`src/rtl/kart_pkg.sv`:
```
// Shared definitions for the kart drive path: motion command codes,
// H-bridge IN pair encodings, wheel direction and wheel FSM state codes.
package kart_pkg;

  // Motion commands from the line-tracking decision stage
  localparam logic [2:0] CMD_STOP      = 3'b000;
  localparam logic [2:0] CMD_FORWARD   = 3'b001;
  localparam logic [2:0] CMD_LEFT      = 3'b010;
  localparam logic [2:0] CMD_RIGHT     = 3'b011;
  localparam logic [2:0] CMD_RSVD      = 3'b100;
  localparam logic [2:0] CMD_BACKWARD  = 3'b101;
  localparam logic [2:0] CMD_BACKLEFT  = 3'b110;
  localparam logic [2:0] CMD_BACKRIGHT = 3'b111;

  // H-bridge IN1/IN2 encodings
  localparam logic [1:0] BR_COAST = 2'b00;
  localparam logic [1:0] BR_BACK  = 2'b01;
  localparam logic [1:0] BR_FWD   = 2'b10;
  localparam logic [1:0] BR_BRAKE = 2'b11;

  // Wheel rotation sign
  localparam logic DIR_FWD  = 1'b0;
  localparam logic DIR_BACK = 1'b1;

  // Wheel FSM state codes
  typedef logic [1:0] wheel_state_t;
  localparam wheel_state_t WS_COAST = 2'd0;
  localparam wheel_state_t WS_RUN   = 2'd1;
  localparam wheel_state_t WS_BRAKE = 2'd2;

  // Bridge IN pair for a wheel that is driving in direction dir
  function automatic logic [1:0] bridge_code(input logic dir);
    return (dir == DIR_BACK) ? BR_BACK : BR_FWD;
  endfunction

endpackage

```
`src/rtl/wheel_channel.sv`:
```
// One wheel of the drive: direction FSM, duty slew limiter, reversal
// dead-time counter and PWM compare against the shared period counter.
//
//   state    | meaning
//   ---------+------------------------------------------------------------
//   WS_COAST | bridge 00, duty 0; leaves as soon as a non-zero duty is asked
//   WS_RUN   | bridge drives dir; duty slews toward target at period wrap
//   WS_BRAKE | bridge 11, pwm 0 for DEADTIME cycles after a reversal request
module wheel_channel
  import kart_pkg::*;
#(
  parameter int PWM_BITS  = 4,
  parameter int RAMP_STEP = 2,
  parameter int DEADTIME  = 16
) (
  input  logic                ms_clk,
  input  logic                reset,
  input  logic [PWM_BITS-1:0] pwm_cnt,
  input  logic                wrap,
  input  logic                tgt_dir,
  input  logic [PWM_BITS-1:0] tgt_duty,
  output logic [1:0]          bridge_in,
  output logic                pwm,
  output logic                active
);

  localparam int DW     = PWM_BITS + 1;
  localparam int DEAD_W = (DEADTIME > 1) ? $clog2(DEADTIME) : 1;
  // Counter runs DEADTIME-1 down to 0, giving exactly DEADTIME brake cycles
  localparam logic [DEAD_W-1:0] DEAD_LOAD = DEAD_W'(DEADTIME - 1);
  localparam logic [DW-1:0]     STEP      = DW'(RAMP_STEP);

  wheel_state_t        st;
  logic                dir;
  logic [PWM_BITS-1:0] duty;
  logic [DEAD_W-1:0]   dead_cnt;

  logic [DW-1:0]       duty_x;
  logic [DW-1:0]       tgt_x;
  logic [PWM_BITS-1:0] ramp_duty;
  logic                reverse;

  // Next duty one slew step toward target, computed a bit wider so the step never wraps
  always_comb begin
    duty_x    = {1'b0, duty};
    tgt_x     = {1'b0, tgt_duty};
    ramp_duty = duty;
    if (tgt_x > duty_x) begin
      if ((tgt_x - duty_x) > STEP) ramp_duty = PWM_BITS'(duty_x + STEP);
      else                         ramp_duty = tgt_duty;
    end else if (tgt_x < duty_x) begin
      if ((duty_x - tgt_x) > STEP) ramp_duty = PWM_BITS'(duty_x - STEP);
      else                         ramp_duty = tgt_duty;
    end
  end

  // A zero target carries no sign, so STOP never triggers a reversal
  assign reverse = (tgt_duty != '0) && (tgt_dir != dir);

  // Wheel FSM with duty slew and reversal dead-time
  always_ff @(posedge ms_clk or posedge reset) begin
    if (reset) begin
      st       <= WS_COAST;
      dir      <= DIR_FWD;
      duty     <= '0;
      dead_cnt <= '0;
    end else begin
      case (st)
        WS_COAST: begin
          if (tgt_duty != '0) begin
            st   <= WS_RUN;
            dir  <= tgt_dir;
            duty <= '0;
          end
        end
        WS_RUN: begin
          if (reverse) begin
            st       <= WS_BRAKE;
            duty     <= '0;
            dead_cnt <= DEAD_LOAD;
          end else if (wrap) begin
            duty <= ramp_duty;
            if ((tgt_duty == '0) && (ramp_duty == '0)) st <= WS_COAST;
          end
        end
        WS_BRAKE: begin
          if (dead_cnt == '0) begin
            duty <= '0;
            if (tgt_duty == '0) begin
              st <= WS_COAST;
            end else begin
              st  <= WS_RUN;
              dir <= tgt_dir;
            end
          end else begin
            dead_cnt <= dead_cnt - DEAD_W'(1);
          end
        end
        default: begin
          st   <= WS_COAST;
          duty <= '0;
        end
      endcase
    end
  end

  // Bridge IN pair follows the FSM state directly
  always_comb begin
    bridge_in = BR_COAST;
    case (st)
      WS_RUN:   bridge_in = bridge_code(dir);
      WS_BRAKE: bridge_in = BR_BRAKE;
      default:  bridge_in = BR_COAST;
    endcase
  end

  assign pwm    = (st == WS_RUN) && (pwm_cnt < duty);
  assign active = (duty != '0) || (st == WS_BRAKE);

endmodule

```
`src/rtl/motor_drive_ctrl.sv`:
```
// Two-wheel H-bridge driver: decodes the motion command into per-wheel
// sign/duty targets, owns the shared PWM period counter and the moving flag.
// Build option PIVOT_TURN_EN: LEFT/RIGHT spin the inner wheel backwards
// instead of running it slower in the same direction.
module motor_drive_ctrl
  import kart_pkg::*;
#(
  parameter int PWM_BITS   = 4,
  parameter int DUTY_FWD   = 12,
  parameter int DUTY_BACK  = 10,
  parameter int DUTY_OUTER = 12,
  parameter int DUTY_INNER = 5,
  parameter int RAMP_STEP  = 2,
  parameter int DEADTIME   = 16
) (
  input  logic       ms_clk,
  input  logic       reset,
  input  logic [2:0] state,
  output logic [1:0] left_in,
  output logic [1:0] right_in,
  output logic       left_pwm,
  output logic       right_pwm,
  output logic       moving
);

  localparam logic [PWM_BITS-1:0] D_FWD   = PWM_BITS'(DUTY_FWD);
  localparam logic [PWM_BITS-1:0] D_BACK  = PWM_BITS'(DUTY_BACK);
  localparam logic [PWM_BITS-1:0] D_OUTER = PWM_BITS'(DUTY_OUTER);
  localparam logic [PWM_BITS-1:0] D_INNER = PWM_BITS'(DUTY_INNER);

  logic [PWM_BITS-1:0] pwm_cnt;
  logic                wrap;
  logic                l_dir, r_dir;
  logic [PWM_BITS-1:0] l_duty, r_duty;
  logic                l_active, r_active;

  // Free-running PWM period counter shared by both wheels
  always_ff @(posedge ms_clk or posedge reset) begin
    if (reset) pwm_cnt <= '0;
    else       pwm_cnt <= pwm_cnt + PWM_BITS'(1);
  end

  assign wrap = &pwm_cnt;

  // Motion command to per-wheel sign and target duty
  always_comb begin
    l_dir  = DIR_FWD;
    r_dir  = DIR_FWD;
    l_duty = '0;
    r_duty = '0;
    case (state)
      CMD_FORWARD: begin
        l_duty = D_FWD;
        r_duty = D_FWD;
      end
      CMD_BACKWARD: begin
        l_dir  = DIR_BACK;
        r_dir  = DIR_BACK;
        l_duty = D_BACK;
        r_duty = D_BACK;
      end
      CMD_LEFT: begin
`ifdef PIVOT_TURN_EN
        l_dir  = DIR_BACK;
`endif
        l_duty = D_INNER;
        r_duty = D_OUTER;
      end
      CMD_RIGHT: begin
`ifdef PIVOT_TURN_EN
        r_dir  = DIR_BACK;
`endif
        l_duty = D_OUTER;
        r_duty = D_INNER;
      end
      CMD_BACKLEFT: begin
        l_dir  = DIR_BACK;
        r_dir  = DIR_BACK;
        l_duty = D_INNER;
        r_duty = D_OUTER;
      end
      CMD_BACKRIGHT: begin
        l_dir  = DIR_BACK;
        r_dir  = DIR_BACK;
        l_duty = D_OUTER;
        r_duty = D_INNER;
      end
      CMD_STOP, CMD_RSVD: begin
        l_duty = '0;
        r_duty = '0;
      end
    endcase
  end

  wheel_channel #(
    .PWM_BITS (PWM_BITS),
    .RAMP_STEP(RAMP_STEP),
    .DEADTIME (DEADTIME)
  ) u_left (
    .ms_clk   (ms_clk),
    .reset    (reset),
    .pwm_cnt  (pwm_cnt),
    .wrap     (wrap),
    .tgt_dir  (l_dir),
    .tgt_duty (l_duty),
    .bridge_in(left_in),
    .pwm      (left_pwm),
    .active   (l_active)
  );

  wheel_channel #(
    .PWM_BITS (PWM_BITS),
    .RAMP_STEP(RAMP_STEP),
    .DEADTIME (DEADTIME)
  ) u_right (
    .ms_clk   (ms_clk),
    .reset    (reset),
    .pwm_cnt  (pwm_cnt),
    .wrap     (wrap),
    .tgt_dir  (r_dir),
    .tgt_duty (r_duty),
    .bridge_in(right_in),
    .pwm      (right_pwm),
    .active   (r_active)
  );

  assign moving = l_active | r_active;

endmodule

```
`config.mk`:
```
export PLATFORM = sky130hd
export DESIGN_NAME = motor_drive_ctrl
export DESIGN_NICKNAME = d
export VERILOG_FILES = /design/src/rtl/kart_pkg.sv /design/src/rtl/wheel_channel.sv /design/src/rtl/motor_drive_ctrl.sv
export SDC_FILE = /design/constraint.sdc
export NUM_CORES = 1
export LEC_CHECK = 0
export ABC_CLOCK_PERIOD_IN_PS = 3410
export CORE_MARGIN = 2
export CORE_UTILIZATION = 58
export CTS_BUF_LIST = sky130_fd_sc_hd__clkbuf_4
export DETAILED_ROUTE_END_ITERATION = 10
export PLACE_DENSITY_LB_ADDON = 0.08
export REMOVE_ABC_BUFFERS = 1
export SKIP_CTS_REPAIR_TIMING = 1
export SLEW_MARGIN = 40
export SYNTH_ARGS = -nofsm -noshare
export SYNTH_HDL_FRONTEND = slang
export SYNTH_SLANG_ARGS = --single-unit
export TNS_END_PERCENT = 100
```
`constraint.sdc`:
```
create_clock -name ms_clk -period 3.41 [get_ports ms_clk]
set_input_delay 0.682 -clock ms_clk [delete_from_list [all_inputs] [get_ports ms_clk]]
set_output_delay 0.682 -clock ms_clk [all_outputs]
set_load 0.02 [all_outputs]
```
==> impl_metrics.py <==
metrics = {
    "status": {
        "status": "complete, but fails checks",
        "failed_checks": "setup timing",
    },
    "synthesis": {
        "synthAdderAreaFrac_pct": 20.59,
        "synth_mux_area_share_pct": 2.369,
        "synth-compound-area-share_pct": 24.22,
        "synth_edf_count": 0,
        "yosysSeqAreaShare_pct": 21.24,
        "synth_xor_area_share_pct": 1.716,
        "synth_top_family_by_area": "compound AO/OA/AOI/OAI gates",
        "synth-simple-area-share_pct": 23.45,
        "async_flop_share_pct": 100.0,
        "syn_area_mm2": 0.003063,
        "synth_area_leaders": "dfrtp_1, ha_1, a21oi_1, inv_1, nand2_1",
        "synthCells": 363,
        "ys.flop_type": "dfrtp_1",
        "yosysTopAreaCell": "dfrtp_1",
        "avgSynthCellArea_um2": 8.438,
        "ys_ff_latch": 26,
        "synth_cell_type_count": 70,
        "ys_warn_count": 0,
        "synth_top_cell_area_share_pct": 21.24,
    },
    "critical_path": {
        "r2r_cells": 12,
        "crit_start": "state[0]",
        "path_depth": 18,
        "end_kind": "register",
        "crit_required_ps": 3660,
        "rrSetupSlack_ps": 180,
        "critPathKind": "in -> reg",
        "cp-start-kind": "input pin",
        "worstPathCellList": "buf_8 > inv_2 > buf_4 > ha_2 > buf_4 > inv_1 > ha_2 > inv_2 > fa_2 > o21a_1 > o211ai_1 > o211ai_2 > buf_6 > a221o_1 > o22a_1 > or4b_4 > o211ai_2 > nand2_1",
        "crit_slowest_cell": "or4b_4",
        "cp.arrival_ps": 3810,
        "cp-endpoint": "u_left.st[1]",
        "rr_startpoint": "u_left.duty[1]",
        "crit_buf_inv": 7,
        "critical-path-top-delay-family": "compound AO/OA/AOI/OAI gates",
        "timing.rr.end": "u_left.st[1]",
        "critPathMaxFanout": 5,
        "max_stage_delay_ps": 490,
    },
    "timing": {
        "fin_crit_ps": 3563,
        "worst_pin_slew_ps": 583.2,
        "slew_headroom_pct": 61.06,
        "rsz0062_at_grt": "yes",
        "setup_violations": 5,
        "timing.fmax_mhz": 280.7,
        "slew_violations": 0,
        "whs_ps": 479.0,
        "timing.setup.tns_ps": -481.1,
        "fin_worst_skew_ps": 9.268,
        "worst_slack_ps": -152.9,
        "hold_viol": 0,
        "layout_worst_path_cycle_share_pct": 104.5,
    },
    "place": {
        "place_congestion": 0.9062,
        "port_buffers": 11,
        "dp_cells": 516,
        "hpwl_mm": 6.314,
    },
    "routing": {
        "met2RoutedLength_mm": 4.890,
        "num_vias": 3298,
        "final_antenna_net_count": 0,
        "totalWireLength_mm": 9.692,
        "drc": 0,
        "met3_length_um": 557,
        "viasPerCell": 6.223,
        "drt_first_pass_iters": 5,
        "drt-initial-drc-count": 231,
        "topRoutingLayerUsed": "met4",
        "met1_length_mm": 3.937,
        "wl_per_cell_um": 18.29,
    },
    "floorplanning": {
        "die_w_um": 76.67,
        "io_pins": 12,
        "initial_core_util_pct": 59.97,
        "num_rows": 26,
        "die_y_um": 76.67,
        "core_area_mm2": 0.005107,
        "dieArea_mm2": 0.005878,
    },
    "clocking": {
        "numCtsBuffers": 3,
        "cts.clk_slew.worst_paths_ps": 140,
        "insertion_delay_ps": 340,
        "cts_tree": "yes",
        "root_buffer": "clkbuf_4",
        "cts_sinks": 26,
        "cts_max_path_buffers": 2,
        "ctsHtreeMaxLevel": 1,
    },
    "global_route": {
        "grt_pass1_wl_mm": 13.86,
        "grt_pass1_vias": 3040,
        "grt_max_degree": 27,
        "overflow": 0,
        "grt_use_total_pct": 28.32,
        "antenna_found_initial": 0,
    },
    "flow_run": {
        "cap_violations": 0,
    },
    "pwr": {
        "p_leak_nw": 1.956,
        "power_density_mw_per_mm2": 688.8,
        "ir_worst_vdd_mv": 0.5575,
    },
    "layout": {
        "num_antenna_cells": 0,
        "layout_commonest_cell": "buf_4",
        "layout_common_cells": "buf_4, ha_1, inv_1, nand2_1",
        "layout-drive-gt1-share_pct": 37.83,
        "nets": 515,
        "area_growth_pct": 42.08,
        "fin_util_pct": 85.20,
        "fill_cells": 273,
        "stdcell_count": 530,
    },
    "hold_path": {
        "worstHoldPathType": "reg -> reg",
    },
}
power breakdown:
part / total, W / internal, W / switching, W
clock: 0.000138 / 0.0000417 / 0.0000961
sequential: 0.000455 / 0.000371 / 0.0000840
combinational: 0.00241 / 0.00117 / 0.00123
total: 0.00300 / 0.00158 / 0.00141
Yosys cell counts (6+ instances only):
| cell type | n |
|---|---|
| ha_1 | 44 |
| inv_1 | 36 |
| nand2_1 | 30 |
| a21oi_1 | 27 |
| dfrtp_1 | 26 |
| nor2_1 | 21 |
| o21ai_0 | 17 |
| nand3_1 | 13 |
| o21a_1 | 10 |
| nor2b_1 | 9 |
| nor3_1 | 8 |
| nor4_1 | 6 |
routing by layer:
layer  GRT usage, %  vias up
li1               -     1507
met2          49.74      141
met5              0        -
met4          6.545        0
met1          37.09     1611
met3          3.529       39
worst min-delay path by stage:
stage | endpoint | cells after the start | startpoint | slack [ps]
after global routing | u_left.dead_cnt[0] | 1 | u_left.dead_cnt[0] | 540
final | u_left.dead_cnt[0] | 1 | u_left.dead_cnt[0] | 480
after global placement | u_left.dead_cnt[0] | 1 | u_left.dead_cnt[0] | 450
after floorplan | u_left.dead_cnt[0] | 1 | u_left.dead_cnt[0] | 440
after CTS | u_left.dead_cnt[0] | 1 | u_left.dead_cnt[0] | 480
after detailed placement | u_left.dead_cnt[0] | 1 | u_left.dead_cnt[0] | 460
through the flow:
step | setup slack [ps] | area, µm² | power [W]
finish | -152.9 | 4352 | 0.002997
global route | -245.3 | 4352 | 0.003189
CTS | -946.3 | 3834 | 0.002555
detailed placement | -1300 | 3811 | 0.002409
global placement | -1190 | 3811 | 0.002364
floorplan | -780.2 | 3005 | 0.001628
final cells by class:
class / count / area, µm² / share of cell area, %
multi-input combinational: 291 / 2596 / 59.66
clock buffer: 3 / 22.52 / 0.5175
timing repair buffer: 103 / 847.1 / 19.47
sequential: 26 / 651.9 / 14.98
inverter: 37 / 146.4 / 3.364
tap: 70 / 87.58 / 2.013
state kept, by name, summed over array words and instances, names as in the netlist:
register / cells
u_left.dead_cnt: 4
u_left.st: 2
u_right.duty: 4
u_right.dead_cnt: 4
u_left.duty: 4
pwm_cnt: 4
u_right.st: 2
u_left.dir: 1
u_right.dir: 1
kinds of logic (layout without fill, tap and decap cells):
family / after synthesis / after routing
simple gates: 128 / 128
compound gates: 102 / 102
fa+ha+maj: 48 / 48
buf+inv: 46 / 143
flops: 26 / 26
mux: 7 / 7
xor+xnor: 6 / 6
Power figures use the tool's default switching activity.
